$ cat src/rtl/floo_pkg.sv
// Shared helpers for the credit-based FlooNoC link multiplexer.
package floo_pkg;

  localparam logic [0:0] StUnlocked = 1'b0;
  localparam logic [0:0] StLocked   = 1'b1;

  function automatic int unsigned chan_idx_w(input int unsigned n);
    return (n > 1) ? $clog2(n) : 1;
  endfunction

  function automatic int unsigned cnt_w(input int unsigned credits);
    return $clog2(credits + 1);
  endfunction

  // (base + off) mod n without a divider; valid for base < n and off <= n.
  function automatic int unsigned chan_idx(input int unsigned base, input int unsigned off,
                                           input int unsigned n);
    int unsigned s;
    s = base + off;
    return (s >= n) ? s - n : s;
  endfunction

endpackage

$ cat src/rtl/floo_credit_link_mux_if.sv
// Channel-side and link-side signals of floo_credit_link_mux, bundled as one interface.
interface floo_credit_link_mux_if #(
  parameter int unsigned NumChannels = 3,
  parameter int unsigned FlitWidth   = 64,
  parameter int unsigned NumCredits  = 4
);
  localparam int unsigned ChanIdxW = floo_pkg::chan_idx_w(NumChannels);
  localparam int unsigned CntW     = floo_pkg::cnt_w(NumCredits);

  logic [NumChannels-1:0]                valid_i;
  logic [NumChannels-1:0]                ready_o;
  logic [NumChannels-1:0][FlitWidth-1:0] data_i;
  logic [NumChannels-1:0]                last_i;
  logic                                  valid_o;
  logic [FlitWidth-1:0]                  data_o;
  logic                                  last_o;
  logic [ChanIdxW-1:0]                   chan_o;
  logic [NumChannels-1:0]                credit_i;
  logic [NumChannels-1:0][CntW-1:0]      credits_o;
  logic                                  err_o;

  modport slave (
    input  valid_i, data_i, last_i, credit_i,
    output ready_o, valid_o, data_o, last_o, chan_o, credits_o, err_o
  );

  modport master (
    output valid_i, data_i, last_i, credit_i,
    input  ready_o, valid_o, data_o, last_o, chan_o, credits_o, err_o
  );
endinterface

$ cat src/rtl/floo_credit_counter.sv
// Per-channel credit counter: starts full, saturates at NumCredits and flags overflow.
module floo_credit_counter #(
  parameter  int unsigned NumCredits = 4,
  localparam int unsigned CntW       = floo_pkg::cnt_w(NumCredits)
) (
  input  logic            clk_i,
  input  logic            rst_i,
  input  logic            i_inc,
  input  logic            i_dec,
  output logic [CntW-1:0] o_count,
  output logic            o_nonzero,
  output logic            o_overflow
);

  logic [CntW-1:0] r_cnt;
  logic            w_full;

  assign w_full = (r_cnt == CntW'(NumCredits));

  always_ff @(posedge clk_i) begin
    if (rst_i) begin
      r_cnt <= CntW'(NumCredits);
    end else if (i_dec && !i_inc) begin
      r_cnt <= r_cnt - CntW'(1);
    end else if (i_inc && !i_dec && !w_full) begin
      r_cnt <= r_cnt + CntW'(1);
    end
  end

  assign o_count    = r_cnt;
  assign o_nonzero  = (r_cnt != '0);
  assign o_overflow = i_inc && !i_dec && w_full;

endmodule

$ cat src/rtl/floo_credit_link_mux.sv
// Round-robin, credit-flow-controlled multiplexer of NumChannels logical channels onto one link.
module floo_credit_link_mux
  import floo_pkg::*;
#(
  parameter int unsigned NumChannels = 3,
  parameter int unsigned FlitWidth   = 64,
  parameter int unsigned NumCredits  = 4,
  parameter bit          LockOnBurst = 1'b1
) (
  input  logic                  clk_i,
  input  logic                  rst_i,
  floo_credit_link_mux_if.slave bus
);

  localparam int unsigned ChanIdxW = chan_idx_w(NumChannels);
  localparam int unsigned CntW     = cnt_w(NumCredits);

  typedef struct packed {
    logic [FlitWidth-1:0] data;
    logic                 last;
    logic [ChanIdxW-1:0]  chan;
  } link_flit_t;

  link_flit_t                       r_flit;
  logic                             r_valid;
  logic [0:0]                       r_state;
  logic [ChanIdxW-1:0]              r_lock;
  logic [ChanIdxW-1:0]              r_ptr;
  logic                             r_err;

  logic [NumChannels-1:0][CntW-1:0] w_cnt;
  logic [NumChannels-1:0]           w_nonzero;
  logic [NumChannels-1:0]           w_ovf;
  logic [NumChannels-1:0]           w_elig;
  logic [NumChannels-1:0]           w_gnt;
  logic                             w_gnt_vld;
  logic [ChanIdxW-1:0]              w_gnt_idx;

  for (genvar c = 0; c < NumChannels; c++) begin : g_cnt
    floo_credit_counter #(
      .NumCredits (NumCredits)
    ) u_cnt (
      .clk_i      (clk_i),
      .rst_i      (rst_i),
      .i_inc      (bus.credit_i[c]),
      .i_dec      (w_gnt[c]),
      .o_count    (w_cnt[c]),
      .o_nonzero  (w_nonzero[c]),
      .o_overflow (w_ovf[c])
    );
  end

  // Credits returned this cycle only reach the counter at the edge, so they never make a channel eligible now.
  assign w_elig = bus.valid_i & w_nonzero;

  always_comb begin
    w_gnt_vld = 1'b0;
    w_gnt_idx = '0;
    if (!rst_i) begin
      if (r_state == StLocked) begin
        w_gnt_vld = w_elig[r_lock];
        w_gnt_idx = r_lock;
      end else begin
        for (int unsigned i = 0; i < NumChannels; i++) begin
          if (!w_gnt_vld && w_elig[ChanIdxW'(chan_idx(32'(r_ptr), i, NumChannels))]) begin
            w_gnt_vld = 1'b1;
            w_gnt_idx = ChanIdxW'(chan_idx(32'(r_ptr), i, NumChannels));
          end
        end
      end
    end
  end

  always_comb begin
    w_gnt = '0;
    if (w_gnt_vld) begin
      w_gnt[w_gnt_idx] = 1'b1;
    end
  end

  always_ff @(posedge clk_i) begin
    if (rst_i) begin
      r_valid <= 1'b0;
      r_flit  <= '0;
      r_state <= StUnlocked;
      r_lock  <= '0;
      r_ptr   <= '0;
      r_err   <= 1'b0;
    end else begin
      r_valid <= w_gnt_vld;
      r_err   <= r_err | (|w_ovf);
      if (w_gnt_vld) begin
        r_flit <= '{data: bus.data_i[w_gnt_idx],
                    last: bus.last_i[w_gnt_idx],
                    chan: w_gnt_idx};
        // While locked only r_lock is granted, so this keeps the pointer at r_lock+1 for the whole burst.
        r_ptr  <= ChanIdxW'(chan_idx(32'(w_gnt_idx), 1, NumChannels));
        if (LockOnBurst && !bus.last_i[w_gnt_idx]) begin
          r_state <= StLocked;
          r_lock  <= w_gnt_idx;
        end else begin
          r_state <= StUnlocked;
        end
      end
    end
  end

  assign bus.ready_o   = w_gnt;
  assign bus.valid_o   = r_valid;
  assign bus.data_o    = r_flit.data;
  assign bus.last_o    = r_flit.last;
  assign bus.chan_o    = r_flit.chan;
  assign bus.credits_o = w_cnt;
  assign bus.err_o     = r_err;

endmodule

$ cat src/flat_wrapper.sv
// flat-port wrapper written by rule: the top's interface ports become plain ports
module floo_credit_link_mux_flat import floo_pkg::*;
#(
  parameter int unsigned NumChannels = 3,
  parameter int unsigned FlitWidth   = 64,
  parameter int unsigned NumCredits  = 4,
  parameter bit          LockOnBurst = 1'b1
)
  (clk_i, rst_i, bus_valid_i, bus_data_i, bus_last_i, bus_credit_i, bus_ready_o, bus_valid_o, bus_data_o, bus_last_o, bus_chan_o, bus_credits_o, bus_err_o);
  floo_credit_link_mux_if #(.NumChannels(NumChannels), .FlitWidth(FlitWidth), .NumCredits(NumCredits)) bus_i ();
  input  logic clk_i;
  input  logic rst_i;
  input wire logic [$bits(bus_i.valid_i)-1:0] bus_valid_i;
  input wire logic [$bits(bus_i.data_i)-1:0] bus_data_i;
  input wire logic [$bits(bus_i.last_i)-1:0] bus_last_i;
  input wire logic [$bits(bus_i.credit_i)-1:0] bus_credit_i;
  output wire logic [$bits(bus_i.ready_o)-1:0] bus_ready_o;
  output wire logic [$bits(bus_i.valid_o)-1:0] bus_valid_o;
  output wire logic [$bits(bus_i.data_o)-1:0] bus_data_o;
  output wire logic [$bits(bus_i.last_o)-1:0] bus_last_o;
  output wire logic [$bits(bus_i.chan_o)-1:0] bus_chan_o;
  output wire logic [$bits(bus_i.credits_o)-1:0] bus_credits_o;
  output wire logic [$bits(bus_i.err_o)-1:0] bus_err_o;
  assign bus_i.valid_i = bus_valid_i;
  assign bus_i.data_i = bus_data_i;
  assign bus_i.last_i = bus_last_i;
  assign bus_i.credit_i = bus_credit_i;
  assign bus_ready_o = bus_i.ready_o;
  assign bus_valid_o = bus_i.valid_o;
  assign bus_data_o = bus_i.data_o;
  assign bus_last_o = bus_i.last_o;
  assign bus_chan_o = bus_i.chan_o;
  assign bus_credits_o = bus_i.credits_o;
  assign bus_err_o = bus_i.err_o;
  floo_credit_link_mux #(.NumChannels(NumChannels), .FlitWidth(FlitWidth), .NumCredits(NumCredits), .LockOnBurst(LockOnBurst)) u_core (.clk_i(clk_i), .rst_i(rst_i), .bus(bus_i));
endmodule
$ cat config.mk
export PLATFORM = sky130hd
export DESIGN_NAME = floo_credit_link_mux_flat
export DESIGN_NICKNAME = d
export VERILOG_FILES = /design/src/rtl/floo_pkg.sv /design/src/rtl/floo_credit_link_mux_if.sv /design/src/rtl/floo_credit_counter.sv /design/src/rtl/floo_credit_link_mux.sv /design/src/flat_wrapper.sv
export SDC_FILE = /design/constraint.sdc
export NUM_CORES = 1
export LEC_CHECK = 0
export BUFFER_PORTS_ARGS = -buffer_cell sky130_fd_sc_hd__buf_4
export CORE_MARGIN = 2
export CORE_UTILIZATION = 25
export DETAILED_ROUTE_END_ITERATION = 8
export HOLD_SLACK_MARGIN = 0.03
export SYNTH_ARGS = -nofsm -noshare
export SYNTH_HDL_FRONTEND = slang
export SYNTH_SLANG_ARGS = --single-unit
$ cat constraint.sdc
create_clock -name clk_i -period 7.4 [get_ports clk_i]
set_input_delay 1.11 -clock clk_i [delete_from_list [all_inputs] [get_ports clk_i]]
set_output_delay 1.11 -clock clk_i [all_outputs]
set_load 0.02 [all_outputs]
Word level (Yosys, flattened, before mapping)
Index checks and enable logic that the tools add are counted.

Register bits after elaboration: 83. Output and inout port bits: 81.

Add/sub/neg operators: 13. $lt $le $gt $ge: 10. Equality and inequality tests: 3. Muxes and demuxes: 40. Bitwise logic cells: 3. Reductions and logical operators: 34.

Operator list (count): binary-select mux 64 bit (select 2 bit) (1); two-way mux 64 bit (1); two-way mux 3 bit (7); two-way mux 2 bit (9); two-way mux 1 bit (16); logical AND 1 bit (15); less-than comparator 2 x 3 -> 1 bit, second input constant (5); logical NOT 1 bit (11); binary-select mux 1 bit (select 2 bit) (5); adder 3 x 1 -> 3 bit, second input constant (3); == test 3 bit, second input constant (3); greater-or-equal comparator 3 x 2 -> 1 bit, second input constant (3); nonzero test 3 bit (3); subtractor 3 x 1 -> 3 bit, second input constant (3); subtractor 2 bit, second input constant (4); adder 2 x 1 -> 3 bit, second input constant (2); nonzero test 2 bit (3); adder 2 x 2 -> 3 bit, second input constant (1); AND 3 bit (1); OR reduction 3 bit (1); demux 1 bit (select 2 bit) (1); greater-or-equal comparator 2 x 1 -> 1 bit, second input constant (1); greater-or-equal comparator 2 bit, second input constant (1); AND reduction 2 bit (1); 2 further kinds (2).

Depth between registers and ports, before layout
Word-level depth: 27. Gate-level depth with buffers: 16.

Hierarchy
Synthesis repeated with hierarchy kept, for this count alone.

Cell total of the unflattened synthesis: 543. Area, all modules: 5129.9 sq um.

Modules (own cells, without submodules): floo_credit_link_mux (instances 1, cells an instance 453, area an instance 4405.5 sq um, seq. area each 1481.4 sq um); floo_credit_counter (instances 3, cells an instance 30, area an instance 241.5 sq um, seq. area each 60.1 sq um).

Worst setup path after synthesis
No wires, ideal clock.

Path kind: in2out. Start: input port rst_i. End: output port bus_ready_o[1]. Arrival: 2.989 ns. Slack: 3.301 ns. Cell stages on the path: 11. Buffers on the path: 3. Cell sequence: clkbuf_1 > nor3b_1 > and4b_1 > a22o_1 > nor2_1 > inv_2 > clkbuf_1 > ha_1 > nand3_2 > inv_1 > buf_4.

Word-level cells in the longest chain between the ends: 6. Elaborated cells on any way between the ends: 8. Classes of those cells: order compare (2); mux (5); reduce/logical (1).

RTL lines: start: declaration (line flat_wrapper.sv:12) `input logic rst_i;`; two-way mux 2 bit (*) (line floo_credit_link_mux.sv:59) `if (!rst_i) begin`; net u_core.w_gnt_idx[0] (line floo_credit_link_mux.sv:37) `logic [ChanIdxW-1:0] w_gnt_idx;`; less-than comparator 2 x 3 -> 1 bit (implied by the code) / greater-or-equal comparator 2 x 1 -> 1 bit (equally long branches) (line floo_credit_link_mux.sv:77) `w_gnt[w_gnt_idx] = 1'b1;`; logical AND 1 bit (implied by the code) (line floo_credit_link_mux.sv:77); two-way mux 1 bit (implied by the code) (line floo_credit_link_mux.sv:77); demux 1 bit (select 2 bit) (*); two-way mux 3 bit (*) (line floo_credit_link_mux.sv:76) `if (w_gnt_vld) begin`; end: declaration (line flat_wrapper.sv:17) `output wire logic [$bits(bus_i.ready_o)-1:0] bus_ready_o;`.

The timed path passes the listed nets; every way through them passes the cells marked *.

Worst setup path after layout
Start: input port rst_i. End: output port bus_ready_o[1].

Word-level cells in the longest chain between the ends: 6. Elaborated cells on any way between the ends: 8. Classes of those cells: order compare (2); mux (5); reduce/logical (1).

RTL lines (line): two-way mux 2 bit (floo_credit_link_mux.sv:59); less-than comparator 2 x 3 -> 1 bit (implied by the code) / greater-or-equal comparator 2 x 1 -> 1 bit (equally long branches) (floo_credit_link_mux.sv:77); logical AND 1 bit (implied by the code) (floo_credit_link_mux.sv:77); two-way mux 1 bit (implied by the code) (floo_credit_link_mux.sv:77); demux 1 bit (select 2 bit); two-way mux 3 bit (*) (floo_credit_link_mux.sv:76).

Every way passes the cells marked *; elsewhere a longest branch is shown, timed or not.

==> impl_metrics.toml <==
[outcome]
outcome = "completed"

[finish]
regArea_um2 = 1662
fillCellCount = 2022
nNetsFinal = 1103
design_area_um2 = 7562
multi_input_area_um2 = 2970
final_util = 0.3886
area_growth_pct = 52.55
layout_common_cells = "buf_4 (294), a21oi_1 (123), dfxtp_1 (83), nand3_1 (69), o21ai_0 (45)"
drive_gt1_frac = 0.3627
final_common_cell = "buf_4"

[synth]
synth_top_family_by_area = "compound AO/OA/AOI/OAI gates"
synthAdderAreaFrac = 0.02473
synth_top_area_frac = 0.3352
synth_compound_area_frac = 0.3629
syn_inst = 655
ys_warn_count = 0
synth_area_leader_cell = "dfxtp_1"
avgSynthCellArea_um2 = 7.568
syn-cell-area_um2 = 4957
ys.flop_type = "dfxtp_1"
synth_mux_area_frac = 0.01868
netlist_top_cells_area = "dfxtp_1 (34%), a21oi_1 (12%), nand3_1 (7.0%)"
syn_nets = 866
synth_cell_types = 54
synth_edf_count = 0
synthSimpleGateAreaFrac = 0.1843
synth-seq-cells = 83
yosys.area_share.xor_xnor = 0.001767
synthArstFlopShare = 0
ys_seq_area_frac = 0.3352

[clock_tree]
postCtsSetupRepairBufs = 0
clock-sinks = 83
worstSkewPairLatency_ps = 340
cts_htree_levels = 3
cts_tree = "yes"
clkSlewWorstSetupHoldPaths_ps = 70
cts-root-buf = "clkbuf_16"
cts_hold_buf = 0
cts_resized = 0
cts_buffers = 9
clockBufferDepth = 2

[routing]
firstDrtPassIters = 6
wl_um = 20180
drt_iter0_markers = 344
vias = 5890
drc = 0
via_per_inst = 5.069
avgRoutedWirePerCell_um = 17.37
ant_nets = 0

[place]
post-dp-hpwl_um = 13430
dpl_cell_area_um2 = 7242
place_congestion = 0.8046
portBuffers = 283

[timing]
fin_skew_ps = 9.457
timing_hold_violations_final = 0
min_period_over_period = 0.6651
fmaxAchievable_ghz = 0.2032
rsz0062_at_grt = "no"
whs_ps = 468.0
maxSlewViolCount = 0
slew_headroom = 0.3440
finalSetupViolations = 0
final.setup.tns_ps = 0
worst_pin_slew_ps = 984.0
period_needed_ps = 4922

[die]
die-width_um = 144.8
start_util = 0.2547
dieArea_um2 = 20970
pin_count = 284
fp.dieH_um = 144.8
num_rows = 51
core_um2 = 19460

[critical_path]
worstPathArrival_ps = 3810
rrSetupSlack_ps = 3210
crit_fanout = 42
crit_type = "in2out"
critical_path_required_ps = 6290
cp-start-kind = "primary input"
worstSetupEndpointType = "primary output"
timing.rr.start = "u_core.r_ptr[0]"
crit_start = "rst_i"

[power_and_ir_drop]
ir_worst_vdd_uv = 119.3
powerDensity_nw_per_um2 = 330.7
p_leak_nw = 3.559

[grt]
grt_usage = 0.1864
antenna_found_initial = 1
grt_max_degree = 76
grt_pass1_wl_um = 30410
grt_overflow = 0
grt_pass1_vias = 5788

[hold_path]
hp-class = "reg2reg"
hold_path_startpoint = "u_core.bus.data_o[62]"

[run]
maxCapViolCount = 0
## per-layer routing
layer / GRT usage / part of all wire / up-vias
met5: 0 / 0 / -
met4: 0.06490 / 0.019 / 0
met3: 0.05660 / 0.10 / 25
met2: 0.3183 / 0.46 / 285
met1: 0.2216 / 0.42 / 2690
li1: - / - / 2890
## cell usage after synthesis (4+ instances only)
master	count
dfxtp_1	83
nor2_1	40
inv_1	16
o31ai_1	30
clkbuf_1	48
buf_2	8
o21ai_0	45
a31oi_1	4
nand2_1	8
a211oi_1	25
ha_1	5
buf_4	4
a21oi_1	123
nand3_1	69
and3_1	26
a21o_1	40
nor2b_1	7
mux2i_1	7
buf_1	7
or3_1	6
## power by group
group / internal [mW] / total [mW] / switching [mW]
logic: 0.536 / 1.26 / 0.726
clock network: 0.304 / 0.504 / 0.201
registers: 0.629 / 0.735 / 0.105
total: 1.47 / 2.50 / 1.03
## state kept, by name, indices dropped and copies added, names as in the netlist
| register | count |
|---|---|
| u_core.bus.data_o | 64 |
| u_core.r_ptr | 2 |
| u_core.bus.last_o | 1 |
| u_core.r_lock | 2 |
| u_core.bus.err_o | 1 |
| u_core.r_state | 1 |
| u_core.bus.chan_o | 2 |
| u_core.bus.valid_o | 1 |
| u_core.g_cnt.u_cnt.o_count | 9 |
## cell type report
cell class                 instances  share of cell area
antenna                            1           0.0003309
clock buffer                      11             0.03210
clock inverter                     4            0.009927
inverter                          19            0.009431
multi-input combinational        485              0.3928
sequential                        83              0.2197
tap                              265             0.04385
timing repair buffer             294              0.2919
## kinds of logic (layout without fill, tap and decap cells)
logic type / count (synthesis) / in the layout
other cells: 0 / 1
flops: 83 / 83
xor+xnor: 1 / 1
simple gates: 175 / 175
buf+inv: 87 / 328
compound gates: 292 / 292
mux: 9 / 9
fa+ha+maj: 8 / 8
## worst paths after layout
kind,end,depth (start not counted)
setup / recovery,bus_ready_o[1],11
hold / removal,u_core.bus.data_o[62],2
setup reg to reg,u_core.g_cnt[1].u_cnt.o_count[2],15
hold reg to reg,u_core.bus.data_o[62],2
## worst max-delay path, cell delays in order
cell     delay, ps
buf_4          200
nor3b_1        350
and4b_1        310
a22o_1         140
buf_4          380
nor2_1         200
inv_2          440
ha_1           260
nand3_2        160
inv_1          100
buf_4          140
## through the flow
step,worst slack (ps),instances,power (mW)
final,2478,1162,2.500
after global routing,2234,1161,2.669
after CTS,2491,1161,2.524
after detailed placement,2511,1146,2.006
after global placement,2552,1146,2.001
after floorplan,3301,655,1.487
Power figures use the tool's default switching activity.
